--- config.mk ---
export PLATFORM = sky130hd
export DESIGN_NAME = ads98xx_config_sequencer
export DESIGN_NICKNAME = d
export VERILOG_FILES = /design/src/rtl/ads98xx_config_sequencer.sv
export SDC_FILE = /design/constraint.sdc
export NUM_CORES = 1
export LEC_CHECK = 0
export ABC_AREA = 1
export BUFFER_PORTS_ARGS = -buffer_cell sky130_fd_sc_hd__buf_2
export CAP_MARGIN = 20
export CORE_UTILIZATION = 30
export CTS_BUF_LIST = sky130_fd_sc_hd__clkbuf_16
export DETAILED_ROUTE_END_ITERATION = 16
export PLACE_DENSITY = 0.6
export SKIP_CTS_REPAIR_TIMING = 1
export SYNTH_ARGS = -nofsm -noshare
export SYNTH_HDL_FRONTEND = slang
export SYNTH_SLANG_ARGS = --single-unit
--- constraint.sdc ---
create_clock -name spi_clk -period 5.45 [get_ports spi_clk]
set_clock_uncertainty 0.15 [all_clocks]
set_input_delay 0.2725 -clock spi_clk [delete_from_list [all_inputs] [get_ports spi_clk]]
set_output_delay 0.2725 -clock spi_clk [all_outputs]
set_load 0.01 [all_outputs]
--- src/rtl/ads98xx_config_sequencer.sv ---
// Walks a table of {addr, data} entries through an SPI master: one write per entry,
// optionally followed by a read-back compare, with per-state timeouts and abort handling.
module ads98xx_config_sequencer #(
    parameter int          NUM_REGS   = 8,
    parameter bit          VERIFY_EN  = 1'b1,
    parameter logic [7:0]  RD_ADDR_OR = 8'h00,
    parameter int          TIMEOUT    = 1023
) (
    input  logic                    spi_clk,
    input  logic                    rst,
    input  logic                    start,
    input  logic                    abort,
    input  logic [3:0]              cfg_count,
    input  logic [NUM_REGS*24-1:0]  cfg_table,
    output logic                    tx_trn,
    output logic                    rx_trn,
    output logic [7:0]              addr,
    output logic [15:0]             wr_data,
    input  logic                    spi_busy,
    input  logic                    spi_read_done,
    input  logic [23:0]             read_data,
    output logic                    seq_busy,
    output logic                    seq_done,
    output logic                    seq_error,
    output logic [3:0]              err_index,
    output logic [1:0]              err_code,
    output logic [15:0]             rd_word
);

    typedef enum logic [3:0] {
        S_IDLE, S_LOAD, S_WR_REQ, S_WR_WAIT, S_RD_REQ,
        S_RD_WAIT, S_CHECK, S_NEXT, S_DONE, S_ERR
    } state_t;

    localparam logic [1:0] CODE_START_TO = 2'b01;
    localparam logic [1:0] CODE_END_TO   = 2'b10;
    localparam logic [1:0] CODE_MISMATCH = 2'b11;
    localparam logic [9:0] TMO           = 10'(TIMEOUT);
    localparam logic [4:0] NREGS5        = 5'(NUM_REGS);

    state_t       state_q, state_d;
    logic [3:0]   idx_q, idx_d;
    logic [3:0]   count_q, count_d;
    logic         abort_q, abort_d;
    logic [9:0]   tmo_q;
    logic [7:0]   ent_addr_q;
    logic [15:0]  ent_data_q;
    logic [7:0]   addr_q;
    logic [15:0]  wr_data_q;
    logic [15:0]  rd_word_q;
    logic         tx_req_q, rx_req_q;
    logic         seq_busy_q, seq_done_q, seq_error_q;
    logic [3:0]   err_index_q;
    logic [1:0]   err_code_q;

    logic [23:0]  entry_s;
    logic [3:0]   count_clamp_s;
    logic         expire_s;
    logic         abort_any_s;
    logic         accept_s;
    logic [1:0]   fail_code_s;
    logic         unused_s;

    assign expire_s      = (tmo_q >= (TMO - 10'd1));
    assign abort_any_s   = abort_q | abort;
    assign count_clamp_s = ({1'b0, cfg_count} > NREGS5) ? NREGS5[3:0] : cfg_count;
    assign unused_s      = ^read_data[23:16];

    // Select the table entry addressed by the current index.
    always_comb begin
        entry_s = 24'h000000;
        for (int i = 0; i < NUM_REGS; i++) begin
            if (idx_q == 4'(i)) begin
                entry_s = cfg_table[24*i +: 24];
            end else begin
                entry_s = entry_s;
            end
        end
    end

    // Next-state logic; abort requests are remembered until the current frame ends.
    always_comb begin
        state_d     = state_q;
        idx_d       = idx_q;
        count_d     = count_q;
        abort_d     = abort_q | abort;
        accept_s    = 1'b0;
        fail_code_s = 2'b00;
        case (state_q)
            S_IDLE: begin
                abort_d = 1'b0;
                if (start && !abort) begin
                    accept_s = 1'b1;
                    idx_d    = 4'd0;
                    count_d  = count_clamp_s;
                    if (count_clamp_s == 4'd0) begin
                        state_d = S_DONE;
                    end else begin
                        state_d = S_LOAD;
                    end
                end else begin
                    state_d = S_IDLE;
                end
            end
            S_LOAD: begin
                if (abort_any_s) begin
                    state_d = S_IDLE;
                end else begin
                    state_d = S_WR_REQ;
                end
            end
            S_WR_REQ, S_RD_REQ: begin
                // Busy wins over a same-cycle abort: the frame has started, so it must finish.
                if (spi_busy) begin
                    state_d = (state_q == S_WR_REQ) ? S_WR_WAIT : S_RD_WAIT;
                end else if (abort_any_s) begin
                    state_d = S_IDLE;
                end else if (expire_s) begin
                    state_d     = S_ERR;
                    fail_code_s = CODE_START_TO;
                end else begin
                    state_d = state_q;
                end
            end
            S_WR_WAIT: begin
                if (!spi_busy) begin
                    if (abort_any_s) begin
                        state_d = S_IDLE;
                    end else if (VERIFY_EN) begin
                        state_d = S_RD_REQ;
                    end else begin
                        state_d = S_NEXT;
                    end
                end else if (expire_s) begin
                    state_d     = S_ERR;
                    fail_code_s = CODE_END_TO;
                end else begin
                    state_d = S_WR_WAIT;
                end
            end
            S_RD_WAIT: begin
                if (!spi_busy && abort_any_s) begin
                    state_d = S_IDLE;
                end else if (!spi_busy && spi_read_done) begin
                    state_d = S_CHECK;
                end else if (expire_s) begin
                    state_d     = S_ERR;
                    fail_code_s = CODE_END_TO;
                end else begin
                    state_d = S_RD_WAIT;
                end
            end
            S_CHECK: begin
                if (rd_word_q != ent_data_q) begin
                    state_d     = S_ERR;
                    fail_code_s = CODE_MISMATCH;
                end else if (abort_any_s) begin
                    state_d = S_IDLE;
                end else begin
                    state_d = S_NEXT;
                end
            end
            S_NEXT: begin
                if (abort_any_s) begin
                    state_d = S_IDLE;
                end else if (idx_q == (count_q - 4'd1)) begin
                    state_d = S_DONE;
                end else begin
                    idx_d   = idx_q + 4'd1;
                    state_d = S_LOAD;
                end
            end
            S_DONE:  state_d = S_IDLE;
            S_ERR:   state_d = S_IDLE;
            default: state_d = S_IDLE;
        endcase
    end

    // State, datapath and registered output updates.
    always_ff @(posedge spi_clk) begin
        if (rst) begin
            state_q     <= S_IDLE;
            idx_q       <= 4'd0;
            count_q     <= 4'd0;
            abort_q     <= 1'b0;
            tmo_q       <= 10'd0;
            ent_addr_q  <= 8'h00;
            ent_data_q  <= 16'h0000;
            addr_q      <= 8'h00;
            wr_data_q   <= 16'h0000;
            rd_word_q   <= 16'h0000;
            tx_req_q    <= 1'b0;
            rx_req_q    <= 1'b0;
            seq_busy_q  <= 1'b0;
            seq_done_q  <= 1'b0;
            seq_error_q <= 1'b0;
            err_index_q <= 4'd0;
            err_code_q  <= 2'b00;
        end else begin
            state_q    <= state_d;
            idx_q      <= idx_d;
            count_q    <= count_d;
            abort_q    <= abort_d;
            tx_req_q   <= (state_d == S_WR_REQ);
            rx_req_q   <= (state_d == S_RD_REQ);
            seq_busy_q <= (state_d != S_IDLE);
            seq_done_q <= (state_d == S_DONE);

            // Counter restarts on every state change and sticks at the limit.
            if (state_d != state_q) begin
                tmo_q <= 10'd0;
            end else if (tmo_q < TMO) begin
                tmo_q <= tmo_q + 10'd1;
            end

            if (state_q == S_LOAD) begin
                ent_addr_q <= entry_s[23:16];
                ent_data_q <= entry_s[15:0];
                addr_q     <= entry_s[23:16];
                wr_data_q  <= entry_s[15:0];
            end else if ((state_q != S_RD_REQ) && (state_d == S_RD_REQ)) begin
                addr_q <= ent_addr_q | RD_ADDR_OR;
            end

            if ((state_q == S_RD_WAIT) && (state_d == S_CHECK)) begin
                rd_word_q <= read_data[15:0];
            end

            if (state_d == S_ERR) begin
                seq_error_q <= 1'b1;
                err_index_q <= idx_q;
                err_code_q  <= fail_code_s;
            end else if (accept_s) begin
                seq_error_q <= 1'b0;
                err_index_q <= 4'd0;
                err_code_q  <= 2'b00;
            end
        end
    end

    // Triggers are masked by busy so a request never overlaps a running frame.
    assign tx_trn    = tx_req_q & ~spi_busy;
    assign rx_trn    = rx_req_q & ~spi_busy;
    assign addr      = addr_q;
    assign wr_data   = wr_data_q;
    assign seq_busy  = seq_busy_q;
    assign seq_done  = seq_done_q;
    assign seq_error = seq_error_q;
    assign err_index = err_index_q;
    assign err_code  = err_code_q;
    assign rd_word   = rd_word_q;

endmodule

Yosys cells after proc, flatten, opt, wreduce, memory -nomap -nowiden

Index checks and enable logic that the tools add are counted.

$add $sub $neg: 3
Order comparisons: 3
Equal/unequal tests: 26
Mux-type cells: 50
Bitwise gates (word level): 4
Reductions and logical operators: 19

Operator list:

| cell                  | count |
|---|---|
| $mux 24               | 8 |
| $mux 4                | 19 |
| $eq 4x3->1 const B    | 10 |
| $pmux 4 s7            | 1 |
| $eq 4x2->1 const B    | 5 |
| $mux 2                | 8 |
| $mux 8                | 2 |
| $ne 16x16->1          | 1 |
| $logic_not 4->1       | 3 |
| $add 10x1->10 const B | 1 |
| $ge 10x10->1 const B  | 1 |
| $lt 10x10->1 const B  | 1 |
| $mux 3                | 3 |
| $eq 4x1->1 const B    | 2 |
| $eq 4x4->1 const B    | 2 |
| $pmux 2 s4            | 1 |
| $pmux 4 s2            | 1 |
| $mux 1                | 7 |
| $ne 2x2->1 const B    | 3 |
| $reduce_bool 2->1     | 3 |
| $reduce_or 2->1       | 3 |
| $logic_and 1x1->1     | 5 |
| $add 4x1->4 const B   | 1 |
| $eq 4x4->1            | 1 |
| other kinds (11)      | 13 |

Bits in registers: 82
Output and inout bits: 51
Word-level logic and storage cells: 121

Longest topological paths before layout

Gate-level depths: netlist (run 1).

Depth in word-level cells: 10
Depth in mapped cells: 15
Gate-level depth less buffers: 15

Worst setup path before layout (run 1)

OpenSTA, ideal clock, no wires.

Path kind: flip-flop to flip-flop
From: register count_q[0]
To: register tmo_q[0]
Library setup time: 0.063 ns
Arrival: 1.779 ns
Slack: 3.458 ns
Stages on the path, launching flop included: 13
Clock period less this slack: 1.992 ns
Cells stage by stage: dfxtp_1 > inv_1 > ha_1 > xnor2_1 > nor2_2 > nand3_2 > a21oi_2 > nand3_4 > nand2_1 > nand2_1 > nor2_4 > nand2_4 > nor2_2

Longest elaborated chain between the ends: 7

RTL lines:

| what                             | line | RTL |
|---|---|---|
| from (decl)                      | 43   | `logic [3:0] count_q, count_d;` |
| from (signal assigned)           | 202  | `count_q <= count_d;` |
| $sub 4x1->4                      | 166  | `end else if (idx_q == (count_q - 4'd1)) begin` |
| $eq 4x4->1                       | 166  |  |
| $mux 4                           | 166  |  |
| $mux 4                           | 164  | `if (abort_any_s) begin` |
| $pmux 4 s7                       | 89   | `case (state_q)` |
| $ne 4x4->1                       | 210  | `if (state_d != state_q) begin` |
| $reduce_or 2->1 (no source line) | n/a  |  |
| to (signal assigned)             | 213  | `tmo_q <= tmo_q + 10'd1;` |
| to (decl)                        | 45   | `logic [9:0] tmo_q;` |

No other way between the ends.
A chain may end at the register's enable or synchronous reset.

Final worst setup path (run 1)

From: register idx_q[0]
To: register wr_data_q[1] (netlist: wr_data[1])

Longest elaborated chain between the ends: 9
Elaborated cells on any way between the ends: 16
Classes of those cells: eq/ne (7); mux (8); reduce/logical (1)

RTL lines:

| what                   | line | RTL |
|---|---|---|
| from (decl)            | 42   | `logic [3:0] idx_q, idx_d;` |
| from (signal assigned) | 201  | `idx_q <= idx_d;` |
| $logic_not 4->1        | 73   | `if (idx_q == 4'(i)) begin` |
| $mux 24 (7 in a row)   | 73   |  |
| $mux 24 (*)            | 73   |  |
| to (signal assigned)   | 220  | `wr_data_q <= entry_s[15:0];` |
| to (decl)              | 49   | `logic [15:0] wr_data_q;` |

Every way passes the cells marked *; elsewhere a longest branch is shown, timed or not.

==> impl_results.md, run 1 <==
* GR Util All Layers at 20.57%
* F_max at 312.4 MHz
* Routed length per instance at 13.40 µm
* Max VDD drop at 0.2083 mV
* Routed vias/inst at 4.613
* Min Tclk post-route at 3.201 ns
* Syn-to-layout area delta at 30.69%
* Design area at 0.007843 mm²
* Cell row count at 51
* Clock transition at path regs at 0.06 ns
* DRT iter0 DRCs at 406
* Total CTS buffers at 9
* IO Pins at 277
* Core Util, Final at 40.16%
* Nets at 1524
* First-pass GRT wire length at 32940 µm
* Vias in the first global route at 6754
* Setup violations, final at 0
* DRT Pass-1 Iters at 5
* Status: finished clean
* Post-synthesis cell area at 0.006001 mm²
* Root buffer cell: clkbuf_16
* Post-route ant nets at 0
* Final number of hold-violating endpoints at 0
* Setup CP Type: flop to flop
* Most frequent cells in the layout: nand2_1, buf_2, nor2_1, inv_1, nand3_1
* CP Cell Sequence: ha_1 > clkinv_1 > nor2_4 > nand2_1 > nand3_1 > nand3_1 > nand4_1 > nand2_1 > nand2_1 > nand2_1 > a21oi_1
* DRC Markers at 0
* Die Span Y at 143.4 µm
* Top FF cell, synth: dfxtp_1
* Fin cells at 1562
* Rel. slew slack at 36.92%
* CP max stage cell: nor2_4
* PD cells at 212.0 mW/mm²
* Remaining global-route overflow at 0
* Initial Util at 30.73%
* CP Launch Type: flop
* Register area share after synthesis at 27.36%
* Max FO, Critical Path at 26
* Period utilization at 58.73%
* Post-synth EDFFs at 0
* Syn Nets at 1288
* Fin Setup TNS at 0 ns
* FILL cells at 2216
* Clock Tree Buf Depth at 2
* RSZ-0062 raised after global routing: false
* Data required, critical path at 5.57 ns
* DIE WIDTH at 143.4 µm
* CTS Sinks at 82
* Core region area at 0.01953 mm²
* Synth Area per Inst at 5.688 µm²
* Commonest non-fill, non-tap cell in the layout: nand2_1
* Synth cell types at 37
* CTS tree: built
* WL final at 20930 µm
* Leak at 0.004118 µW
* Most frequent CP cell: nand2_1
* GPL Wtd Cong at 0.9501
* Worst-skew pair later-pin latency at 0.35 ns
* Synth async-reset ratio at 0%
* YS warnings at 0
* PortBufs at 268
* Initial antenna violation count at 1
* Least-Margin Pin Slew at 0.9451 ns
* Max Cap Viol at 0
* Die ar. at 0.02057 mm²
* Worst path max stage delay at 0.79 ns
* Seq cells post-synth at 82
* Share of layout cells above drive strength 1 at 26.54%
* Cell count after synthesis at 1055
* Post-DP HPWL at 15980 µm
* CTS H-tree lvls at 3
* Hold/Removal Path Class: input pin to flop
* Arrival time at the worst endpoint at 3.32 ns
* Largest net degree at the start of global routing at 51
* DP Area at 0.007507 mm²
* Via count of the routed design at 7206
* Dpl cells at 1544
* Final Max Tran Viols at 0
* CP Capture Type: flop
==> power by group <==
group          internal, µW  switching [µW]
clock network           401             253
logic                   154             217
registers               619            18.4
==> through the flow <==
| step | power (µW) | hold WS (ns) | worst slack [ns] |
|---|---|---|---|
| floorplan | 872.4 | 0.2655 | 3.458 |
| global placement | 1023 | 0.3010 | 2.296 |
| detailed placement | 1025 | 0.3086 | 2.287 |
| CTS | 1687 | 0.02374 | 2.286 |
| global route | 1768 | 0.03206 | 1.959 |
| finish | 1663 | 0.03755 | 2.249 |
==> cell type report <==
type / instances / area (µm²) / share of cell area (%)
well taps: 265 / 331.6 / 4.228
clock buffers: 9 / 225.2 / 2.872
diodes: 1 / 2.502 / 0.03191
flip-flops and latches: 82 / 1642 / 20.93
multi-input cells: 804 / 3701 / 47.19
inverters: 119 / 446.7 / 5.696
clock inverters: 7 / 92.59 / 1.181
repair buffers: 275 / 1401 / 17.87
==> path summary, 6_finish.rpt <==
check / slack, ns / end / cells past startpoint / start
max: 2.25 / wr_data[1] / 11 / idx_q[0]
min: 0.04 / rd_word[5] / 3 / read_data[5]
max reg2reg: 2.25 / wr_data[1] / 11 / idx_q[0]
min reg2reg: 0.32 / seq_error / 2 / seq_error
==> logic make-up after synthesis <==
logic type               after synthesis  share of synthesized area [%]
AND/OR/NAND/NOR                      693                          50.63
AO/OA/AOI/OAI                         95                          8.194
buffers and inverters                169                          11.05
flip-flops                            82                          27.36
adder cells (fa/ha/maj)                7                          1.459
XOR/XNOR                               9                          1.314
==> registers in the layout (all words and copies together) (netlist names) <==
name        flops
ent_addr_q      8
err_index       4
seq_busy        1
rd_word        16
rx_req_q        1
abort_q         1
err_code        2
tmo_q          10
tx_req_q        1
state_q         4
addr            8
wr_data        16
idx_q           4
count_q         4
seq_error       1
seq_done        1
==> cell usage after synthesis (all sizes together), types with 6 or more instances <==
library cell	count	share of area, %
nand3	101	8.8
or2	17	1.8
nor3	7	0.85
xor2	6	0.88
nand2	350	22
dfxtp	82	27
ha	7	1.5
a21oi	53	4.5
inv	118	7.4
nor2	178	12
nand4	34	3.8
clkbuf	26	1.6
o21ai	38	3.2
buf	24	2.0
==> critical path, delay by kind of cell (launching register included) <==
family                   cells  cell delay (ns)
AND/OR/NAND/NOR              8             1.49
buffers and inverters        1             0.69
flip-flops                   1             0.48
adder cells (fa/ha/maj)      1             0.20
AO/OA/AOI/OAI                1             0.11
==> per-layer routing <==
layer,track usage (%),share of wire (%),vias to the layer above
met5,0,0,-
met4,7.671,2.9,0
met3,5.132,6.9,40
met2,34.03,46,240
met1,25.62,44,3149
li1,-,-,3777
No activity file was read; power rests on OpenSTA's default activity.
==> run 2, diff against run 1 <==
- PLACE_DENSITY: 0.6 -> 0.63
- clock period: 5.45 -> 2.7 ns (I/O delays scaled with it)
==> run 2 against run 1 <==
  * Flip-flop and latch count is the same
  * Sequential share of layout area decreased by 0.66 points
  * The run now ends with hold timing left
  * Global-route usage down 0.28 points
  * Register-to-register slack lost 1.9 ns
  * Clock power rose by 77%
  * Hold slack got worse by 0.11 ns
  * Via count is 1.5% higher
  * First-iteration DRC count is 7.4% lower
  * Die area unchanged
  * Wire length increased by 0.79%
  * Largest power group is now registers
  * Non-clock buffer count grew 30
==> impl_results.md, run 2 (synthesis results as in run 1) <==
* PortBufs at 268 (unchanged)
* Total CTS buffers at 9 (unchanged)
* Cell row count at 51 (unchanged)
* Max FO, Critical Path at 24 (-7.7%)
* Data required, critical path at 2.82 ns (-2.75 ns)
* IO Pins at 277 (unchanged)
* Post-route ant nets at 0 (unchanged)
* Worst-skew pair later-pin latency at 0.34 ns (about the same)
* Fin cells at 1591 (+1.9%)
* DRT Pass-1 Iters at 4 (-1)
* Final Max Tran Viols at 0 (unchanged)
* Max VDD drop at 0.2740 mV (+32%)
* CP Launch Type: flop
* Hold Slack at -0.06767 ns (-0.1052 ns)
* Pre-CTS WS at 0.2867 ns (-2.001 ns)
* Status: finished, violations left
* Leak at 0.004222 µW (+2.5%)
* Vias in the first global route at 6533 (-3.3%)
* Post-DP HPWL at 16280 µm (+1.9%)
* F_max at 429.9 MHz (+38%)
* Buf/Inv on CP at 2 (+1)
* FF/Latch Area at 0.001642 mm² (unchanged)
* CP Capture Type: flop
* Fin Setup TNS at 0 ns (unchanged)
* Top delay family on crit path: simple AND/OR/NAND/NOR gates
* Routed length per instance at 13.26 µm (-1.0%)
* GPL Wtd Cong at 0.9796 (+3.1%)
* Most frequent cells in the layout: nand2_1, buf_2, nor2_1, inv_1, nand3_1
* Nets at 1554 (+2.0%)
* CTS tree: built
* CTS H-tree lvls at 3 (unchanged)
* Failing checks: hold timing
* Die ar. at 0.02057 mm² (unchanged)
* Setup CP Type: flop to flop
* CP Cell Sequence: inv_1 > ha_1 > clkinv_1 > nor2_4 > nand2_1 > nand3_1 > nand3_1 > nand4_1 > nand2_1 > nand2_1 > nand2_1 > a21oi_1
* Die Span Y at 143.4 µm (unchanged)
* DIE WIDTH at 143.4 µm (unchanged)
* Initial Util at 30.73% (unchanged)
* Commonest non-fill, non-tap cell in the layout: nand2_1
* Final number of hold-violating endpoints at 3 (+3)
* Area of the multi-input gates at 0.003709 mm² (+0.20%)
* Initial antenna violation count at 0 (-1)
* Remaining global-route overflow at 0 (unchanged)
* Clock Tree Buf Depth at 2 (unchanged)
* Clock transition at path regs at 0.06 ns (about the same)
* Worst path max stage delay at 0.53 ns (-0.26 ns)
* Core region area at 0.01953 mm² (unchanged)
* Rel. slew slack at 58.68% (+22 points)
* Routed vias/inst at 4.598 (-0.32%)
* Setup violations, final at 0 (unchanged)
* Via count of the routed design at 7316 (+1.5%)
* Hold/Removal Path Class: input pin to flop
* Root buffer cell: clkbuf_16
* PD cells at 399.4 mW/mm² (+88%)
* DRT iter0 DRCs at 376 (-7.4%)
* GR Util All Layers at 20.29% (-0.28 points)
* Most frequent CP cell: nand2_1
* Largest net degree at the start of global routing at 50 (-2.0%)
* Max Cap Viol at 0 (unchanged)
* Share of layout cells above drive strength 1 at 26.92% (+0.38 points)
* Dpl cells at 1556 (+0.78%)
* RSZ-0062 raised after global routing: false
* Final WS setup at 0.3739 ns (-1.875 ns)
* Least-Margin Pin Slew at 0.6183 ns (-0.3268 ns)
* Period utilization at 86.15% (+27 points)
* CP max stage cell: nor2_4
* FILL cells at 2188 (-1.3%)
* Syn-to-layout area delta at 34.95%
* First-pass GRT wire length at 32610 µm (-1.0%)
* DRC Markers at 0 (unchanged)
* WL final at 21100 µm (+0.79%)
* CTS Sinks at 82 (unchanged)
* Min Tclk post-route at 2.326 ns (-0.8745 ns)
* Arrival time at the worst endpoint at 2.45 ns (-0.87 ns)
* Ant diodes at 0 (-1)
==> run 2: changes by cell type in the layout (fill, tap and decap cells not counted), sizes merged <==
cell,previous run,this run
dlygate4sd3,0,19
buf,275,286
bufinv,2,0
clkinvlp,1,3
clkinv,2,3
diode,1,0
inv,121,120
==> run 2: final cells by class <==
| cell class | instances | area share (%) |
|---|---|---|
| repair buffers | 305 | 20.89 |
| clock inverters | 7 | 0.6489 |
| well taps | 265 | 4.095 |
| clock buffers | 9 | 2.781 |
| flip-flops and latches | 82 | 20.27 |
| multi-input cells | 804 | 45.80 |
| inverters | 119 | 5.516 |
==> run 2: stage by stage <==
stage	utilization [%]	total power, µW	area, µm²
floorplan	-	1761	6001
global placement	39.05	2084	7625
detailed placement	39.05	2087	7625
CTS	40.47	3252	7903
global route	41.47	3423	8098
finish	41.47	3234	8098
==> run 2: worst paths after layout <==
check	slack (ns)	to	from	cells after the start
worst max-delay path	0.37	wr_data[0]	idx_q[1]	12
worst max register to register	0.37	wr_data[0]	idx_q[1]	12
worst min-delay path	-0.07	rd_word[1]	read_data[1]	3
worst min register to register	0.33	seq_error	seq_error	2
==> run 2: report_power, final <==
group          switching (µW)  total (µW)  internal (µW)  leakage [µW]
clock network             529        1160            628      0.000126
registers                36.3        1290           1250      0.000664
logic                     448         790            342       0.00343
==> run 2: per-layer routing <==
layer  track usage, %  share of wire, %  up-vias
met1            26.06                45     3190
met3            4.465               7.3       31
li1                 -                 -     3838
met2            33.78                46      257
met5                0                 0        -
met4            5.991               2.1        0
==> run 2: worst min-delay path: cells and delay by family <==
family,cells,cell delay [ns]
AO/OA/AOI/OAI,2,0.17
buffers and inverters,1,0.07
